--- config.mk ---
export PLATFORM = sky130hd
export DESIGN_NAME = debounce_bank
export DESIGN_NICKNAME = d
export VERILOG_FILES = /design/src/rtl/debounce_pkg.sv /design/src/rtl/debounce_channel.sv /design/src/rtl/debounce_bank.sv
export SDC_FILE = /design/constraint.sdc
export NUM_CORES = 1
export LEC_CHECK = 0
export CELL_PAD_IN_SITES_DETAIL_PLACEMENT = 0
export CELL_PAD_IN_SITES_GLOBAL_PLACEMENT = 1
export CORE_ASPECT_RATIO = 0.5
export CORE_MARGIN = 2
export CORE_UTILIZATION = 35
export CTS_BUF_LIST = sky130_fd_sc_hd__clkbuf_8
export DETAILED_ROUTE_END_ITERATION = 6
export PLACE_DENSITY_LB_ADDON = 0.1
export SLEW_MARGIN = 20
export SYNTH_ARGS = -nofsm -noshare
export SYNTH_HDL_FRONTEND = slang
export SYNTH_SLANG_ARGS = --single-unit
--- constraint.sdc ---
create_clock -name i_clk -period 3.2 [get_ports i_clk]
set_input_delay 0.64 -clock i_clk [delete_from_list [all_inputs] [get_ports i_clk]]
set_output_delay 0.64 -clock i_clk [all_outputs]
set_load 0.01 [all_outputs]
--- src/rtl/debounce_pkg.sv ---
// Shared types and helpers for the push-button conditioner bank.
// Holds the hold-FSM state encoding and the counter width helper.
package debounce_pkg;

   typedef enum logic [1:0] {
      IDLE,
      PRESSED,
      HELD
   } hold_state_t;

   // Bits needed for a counter that must be able to hold the value max.
   function automatic int cnt_w(input int max);
      return $clog2(max + 1);
   endfunction

endpackage

--- src/rtl/debounce_channel.sv ---
// One conditioned button: 2-FF synchroniser, run-length glitch filter and
// hold FSM producing press/release/long/repeat pulses, all registered.
module debounce_channel
   import debounce_pkg::*;
#(
   parameter int STABLE_CNT = 120000,
   parameter int LONG_CNT   = 6000000,
   parameter int REPEAT_CNT = 1200000
) (
   input  logic i_clk,
   input  logic i_rst_n,
   input  logic i_pressed,
   input  logic i_repeat_en,
   output logic o_level,
   output logic o_press,
   output logic o_release,
   output logic o_long,
   output logic o_repeat
);

   localparam int FLT_W    = cnt_w(STABLE_CNT);
   localparam int HOLD_MAX = (LONG_CNT > REPEAT_CNT) ? LONG_CNT : REPEAT_CNT;
   localparam int HOLD_W   = cnt_w(HOLD_MAX);

   localparam logic [FLT_W-1:0]  FLT_LAST    = FLT_W'(STABLE_CNT - 1);
   localparam logic [HOLD_W-1:0] LONG_LAST   = HOLD_W'(LONG_CNT - 1);
   localparam logic [HOLD_W-1:0] REPEAT_LAST = HOLD_W'(REPEAT_CNT - 1);

   logic              sync1_reg;
   logic              sync2_reg;
   logic              stable_reg, stable_next;
   logic [FLT_W-1:0]  flt_cnt_reg, flt_cnt_next;
   hold_state_t       state_reg, state_next;
   logic [HOLD_W-1:0] hold_cnt_reg, hold_cnt_next;
   logic              press_reg, press_next;
   logic              rel_reg, rel_next;
   logic              long_reg, long_next;
   logic              rpt_reg, rpt_next;
   logic              rise_evt;
   logic              fall_evt;

   // Filter: the events fire on the edge where stable_reg flips, so the
   // pulses below land in the same cycle as the new level.
   always_comb begin
      stable_next  = stable_reg;
      flt_cnt_next = '0;
      rise_evt     = 1'b0;
      fall_evt     = 1'b0;
      if (sync2_reg != stable_reg) begin
         if (flt_cnt_reg == FLT_LAST) begin
            stable_next = sync2_reg;
            rise_evt    = sync2_reg;
            fall_evt    = ~sync2_reg;
         end else begin
            flt_cnt_next = flt_cnt_reg + 1'b1;
         end
      end
   end

   // Release wins over any long/repeat that would coincide with it.
   always_comb begin
      state_next    = state_reg;
      hold_cnt_next = hold_cnt_reg;
      press_next    = 1'b0;
      rel_next      = 1'b0;
      long_next     = 1'b0;
      rpt_next      = 1'b0;
      if (fall_evt) begin
         rel_next      = 1'b1;
         hold_cnt_next = '0;
         state_next    = IDLE;
      end else begin
         case (state_reg)
            IDLE: begin
               if (rise_evt) begin
                  press_next    = 1'b1;
                  hold_cnt_next = '0;
                  state_next    = PRESSED;
               end
            end
            PRESSED: begin
               if (hold_cnt_reg == LONG_LAST) begin
                  long_next     = 1'b1;
                  hold_cnt_next = '0;
                  state_next    = HELD;
               end else begin
                  hold_cnt_next = hold_cnt_reg + 1'b1;
               end
            end
            HELD: begin
               if (!i_repeat_en) begin
                  hold_cnt_next = '0;
               end else if (hold_cnt_reg == REPEAT_LAST) begin
                  rpt_next      = 1'b1;
                  hold_cnt_next = '0;
               end else begin
                  hold_cnt_next = hold_cnt_reg + 1'b1;
               end
            end
            default: begin
               state_next    = IDLE;
               hold_cnt_next = '0;
            end
         endcase
      end
   end

   always_ff @(posedge i_clk or negedge i_rst_n) begin
      if (!i_rst_n) begin
         sync1_reg    <= 1'b0;
         sync2_reg    <= 1'b0;
         stable_reg   <= 1'b0;
         flt_cnt_reg  <= '0;
         state_reg    <= IDLE;
         hold_cnt_reg <= '0;
         press_reg    <= 1'b0;
         rel_reg      <= 1'b0;
         long_reg     <= 1'b0;
         rpt_reg      <= 1'b0;
      end else begin
         sync1_reg    <= i_pressed;
         sync2_reg    <= sync1_reg;
         stable_reg   <= stable_next;
         flt_cnt_reg  <= flt_cnt_next;
         state_reg    <= state_next;
         hold_cnt_reg <= hold_cnt_next;
         press_reg    <= press_next;
         rel_reg      <= rel_next;
         long_reg     <= long_next;
         rpt_reg      <= rpt_next;
      end
   end

   assign o_level   = stable_reg;
   assign o_press   = press_reg;
   assign o_release = rel_reg;
   assign o_long    = long_reg;
   assign o_repeat  = rpt_reg;

endmodule

--- src/rtl/debounce_bank.sv ---
// N-channel push-button conditioner: polarity normalisation in front of one
// independent debounce_channel per input bit.
module debounce_bank
   import debounce_pkg::*;
#(
   parameter int N_CH       = 4,
   parameter int ACTIVE_LOW = 1,
   parameter int STABLE_CNT = 120000,
   parameter int LONG_CNT   = 6000000,
   parameter int REPEAT_CNT = 1200000
) (
   input  logic            i_clk,
   input  logic            i_rst_n,
   input  logic [N_CH-1:0] i_in,
   input  logic [N_CH-1:0] i_repeat_en,
   output logic [N_CH-1:0] o_level,
   output logic [N_CH-1:0] o_press,
   output logic [N_CH-1:0] o_release,
   output logic [N_CH-1:0] o_long,
   output logic [N_CH-1:0] o_repeat
);

   logic [N_CH-1:0] pressed;

   // Normalised to 1 = pressed before synchronising, so reset loads 0.
   assign pressed = (ACTIVE_LOW != 0) ? ~i_in : i_in;

   generate
      for (genvar gi = 0; gi < N_CH; gi++) begin : g_ch
         debounce_channel #(
            .STABLE_CNT (STABLE_CNT),
            .LONG_CNT   (LONG_CNT),
            .REPEAT_CNT (REPEAT_CNT)
         ) u_ch (
            .i_clk       (i_clk),
            .i_rst_n     (i_rst_n),
            .i_pressed   (pressed[gi]),
            .i_repeat_en (i_repeat_en[gi]),
            .o_level     (o_level[gi]),
            .o_press     (o_press[gi]),
            .o_release   (o_release[gi]),
            .o_long      (o_long[gi]),
            .o_repeat    (o_repeat[gi])
         );
      end
   endgenerate

endmodule

==> impl_results.md <==
* Starting DRC count in detailed routing at between 400 and 500
* Prevailing post-synth register cell: dfrtp_1
* Mapped cell area at 10200 sq um
* Crit Reg-Reg Endpoint: g_ch[0].u_ch.hold_cnt_reg[3]
* I/O Buffers at 29
* Worst setup SP type: flip-flop
* Clock sink count at 196
* Asr flop ratio synth at between 90% and 100%
* Crit path arrival time at between 3 and 4 ns
* GPL Wtd Cong at 0.749
* Initial Util at 35.4%
* Boundary Pins at 30
* CP Max Fanout at 10
* # setup viols final at 0
* First-pass DRT Iterations at 5
* Final ANT Viol Nets at 0
* Max reg flops at 92
* Fin crit share at 91.9%
* Total power at 4340 uW
* Max Root-Sink Buffers at 2
* Antenna violations before repair at 0
* Synthesized net count at 1116
* Post-synth EDFFs at 0
* Chip Height at between 100 and 150 microns
* Drt drc at 0
* Vias in the first global route at between 7000 and 8000
* # nets final at around 1100
* Distinct cells, synth at 62
* Routed wire per std cell at 15.1 microns
* Min-delay worst type: in -> async
* Unrepaired setup endpoints after global routing: no
* Final Hold Vio Count at 0
* Critical Path End Type: flip-flop
* FMAX at 340 MHz
* Crit path kind: reg -> reg
* CTS tree: yes
* Floorplan core area at approximately 29000 sq um
* Status: complete, no violations
* Tmin final at roughly 3 ns
* Area growth syn-to-layout at 11.1%
* Worst skew pair latency at 0.49 ns
* Synthesized instance count at 1085
* Setup TNS Final at 0 ns
* Worst Skew at 0.0105 ns
* Worst slew pin tran at 0.901 ns
* Via Count at 7805
* Post-CTS Repair Setup Buffers at 0
* Synth warnings at 0
* Cts repair resizes at 0
* Maximum Capacitance Violations at 0
* Leak pwr at 0.00464 uW
* Via/cell ratio at approximately 5.2
* Clock-pin slew on the worst setup and hold paths at 0.10 ns
* Layout cells sized above 1 at 6.62%
* CTS Buf Count at 17
* Die ar. at 30600 sq um
* Sequential fraction of the synthesis area at 48.0%
* Die W at 246 microns
* Detailed placement HPWL at between 15 and 20 mm
* Slew Limit Fails at 0
* Max H-tree Level at 4
* R2r worst-path depth at 6
* Synth Register Bits at 196
* FP Rows at 44
* Peak supply drop at roughly 0.00026 V
* Hold-fix buffers, CTS at 0
* CTS root buf: clkbuf_8
* Pin count of the biggest net entering global routing at 74
* Relative slew slack at 39.9%
* R2r setup slk at 0.26 ns
* First-pass GRT wire length at 39.3 mm
* Total Wirelength at 22.8 mm
* Gr ovfl total at 0
* Pwr per Cell Area at 383 nW/um^2
* Syn Area/Cell at 9.41 sq um
* Antenna diodes at 0
* GR Util All Layers at 15.7%
* RR Startpoint: g_ch[0].u_ch.hold_cnt_reg[12]
* CP Data Required Time at 3.58 ns
* Final Util at 39.3%
## final cells by class
type	count	area, sq um
Multi-Input combinational cell	808	4930
Tap cell	391	489
Inverter	31	116
Clock inverter	14	160
Timing Repair Buffer	51	497
Fill cell	2903	17500
Sequential cell	196	4900
Clock buffer	18	248
## layout by cell type (no fill, tap or decap), types with 29 or more instances in the layout
| cell | n |
|---|---|
| nor2_1 | 124 |
| xor2_1 | 45 |
| inv_1 | 32 |
| and3_1 | 35 |
| nand2_1 | 118 |
| dfrtp_1 | 196 |
| nand4_1 | 37 |
| xnor2_1 | 40 |
| nand3_1 | 108 |
| o21ai_0 | 29 |
## cell families (layout without fill, tap and decap cells)
kind of cell | after synthesis | in the layout | synth area share (%)
simple gates | 567 | 567 | 28.6
flops | 196 | 196 | 48.0
compound gates | 130 | 130 | 9.12
xor+xnor | 85 | 85 | 7.29
buf+inv | 81 | 114 | 3.83
fa+ha+maj | 21 | 21 | 2.57
mux | 5 | 5 | 0.539
## synthesized netlist by cell type (4+ instances only)
library cell    n  area (sq um)
xor2_1         45           394
nor3_1         17          85.1
nor4_1         17           106
nand2_1       118           443
nor4bb_1        7          70.1
nor4b_1         6          52.6
nor2b_1         6          37.5
nand2b_1        5          31.3
o21a_1          4          30.0
a22o_1          8          70.1
or2_2           5          31.3
nand3_1       108           541
o31ai_1         8          60.1
a31oi_1         9          56.3
and3_1         35           219
xnor2_1        40           350
or4_1           8          60.1
nand4_1        37           231
a21oi_1        17          85.1
nor2_1        124           465
o311ai_0       27           236
and4_1         10          87.6
or3_1          22           138
o22ai_1         4          25.0
dfrtp_1       196          4900
mux2_2          4          45.0
o21ai_0        29           145
buf_4          21           158
ha_1           21           263
and2_1         18           113
nand4b_1        4          35.0
inv_1          31           116
nor3b_1         7          52.6
clkbuf_1       27           101
## routing by layer
metal | track usage, % | share of wire, % | up-vias | wire length (microns)
met2 | 23.7 | 44 | 83 | 10000
li1 | - | - | 3907 | -
met5 | 0 | 0 | - | 0
met4 | 2.96 | 0.56 | 0 | 128
met3 | 3.90 | 2.8 | 11 | 644
met1 | 22.9 | 53 | 3804 | 12100
## power by group
group	total [uW]	switching, uW	internal [uW]	leakage [uW]
Combinational	112	79.7	31.8	0.00207
Clock	1720	933	788	0.000210
Sequential	2510	14.3	2490	0.00236
Total	4340	1030	3310	0.00464
## critical path, cell delays in order, from the launching register on
cell and delay [ns]:
dfrtp_1 0.45, or4_1 0.55, or4_4 0.56, o41a_1 0.48
o221ai_4 0.32, nor2_2 0.15, a221o_1 0.31
## worst max path at each step
stage | from | end | slack (ns) | cells after the start
2_1_floorplan | g_ch[0].u_ch.hold_cnt_reg[12] | g_ch[0].u_ch.hold_cnt_reg[11] | 0.52 | 8
3_3_place_gp | i_repeat_en[3] | g_ch[3].u_ch.hold_cnt_reg[3] | -0.04 | 6
3_5_place_dp | i_repeat_en[3] | g_ch[3].u_ch.hold_cnt_reg[3] | -0.12 | 6
4_1_cts | g_ch[3].u_ch.flt_cnt_reg[0] | g_ch[3].u_ch.hold_cnt_reg[6] | 0.12 | 7
5_1_grt | g_ch[0].u_ch.hold_cnt_reg[12] | g_ch[0].u_ch.hold_cnt_reg[3] | 0.14 | 6
6_report | g_ch[0].u_ch.hold_cnt_reg[12] | g_ch[0].u_ch.hold_cnt_reg[3] | 0.26 | 6
## stage by stage
step	instances	hold slack, ns	worst slack (ns)	area (sq um)
after floorplan	1085	0.331	0.519	10200
after global placement	1477	0.334	-0.0379	10900
after detailed placement	1477	0.337	-0.118	10900
after CTS	1509	0.157	0.121	11300
after global routing	1509	0.172	0.142	11300
final	1509	0.142	0.260	11300
(Power assumes the default switching activity.)
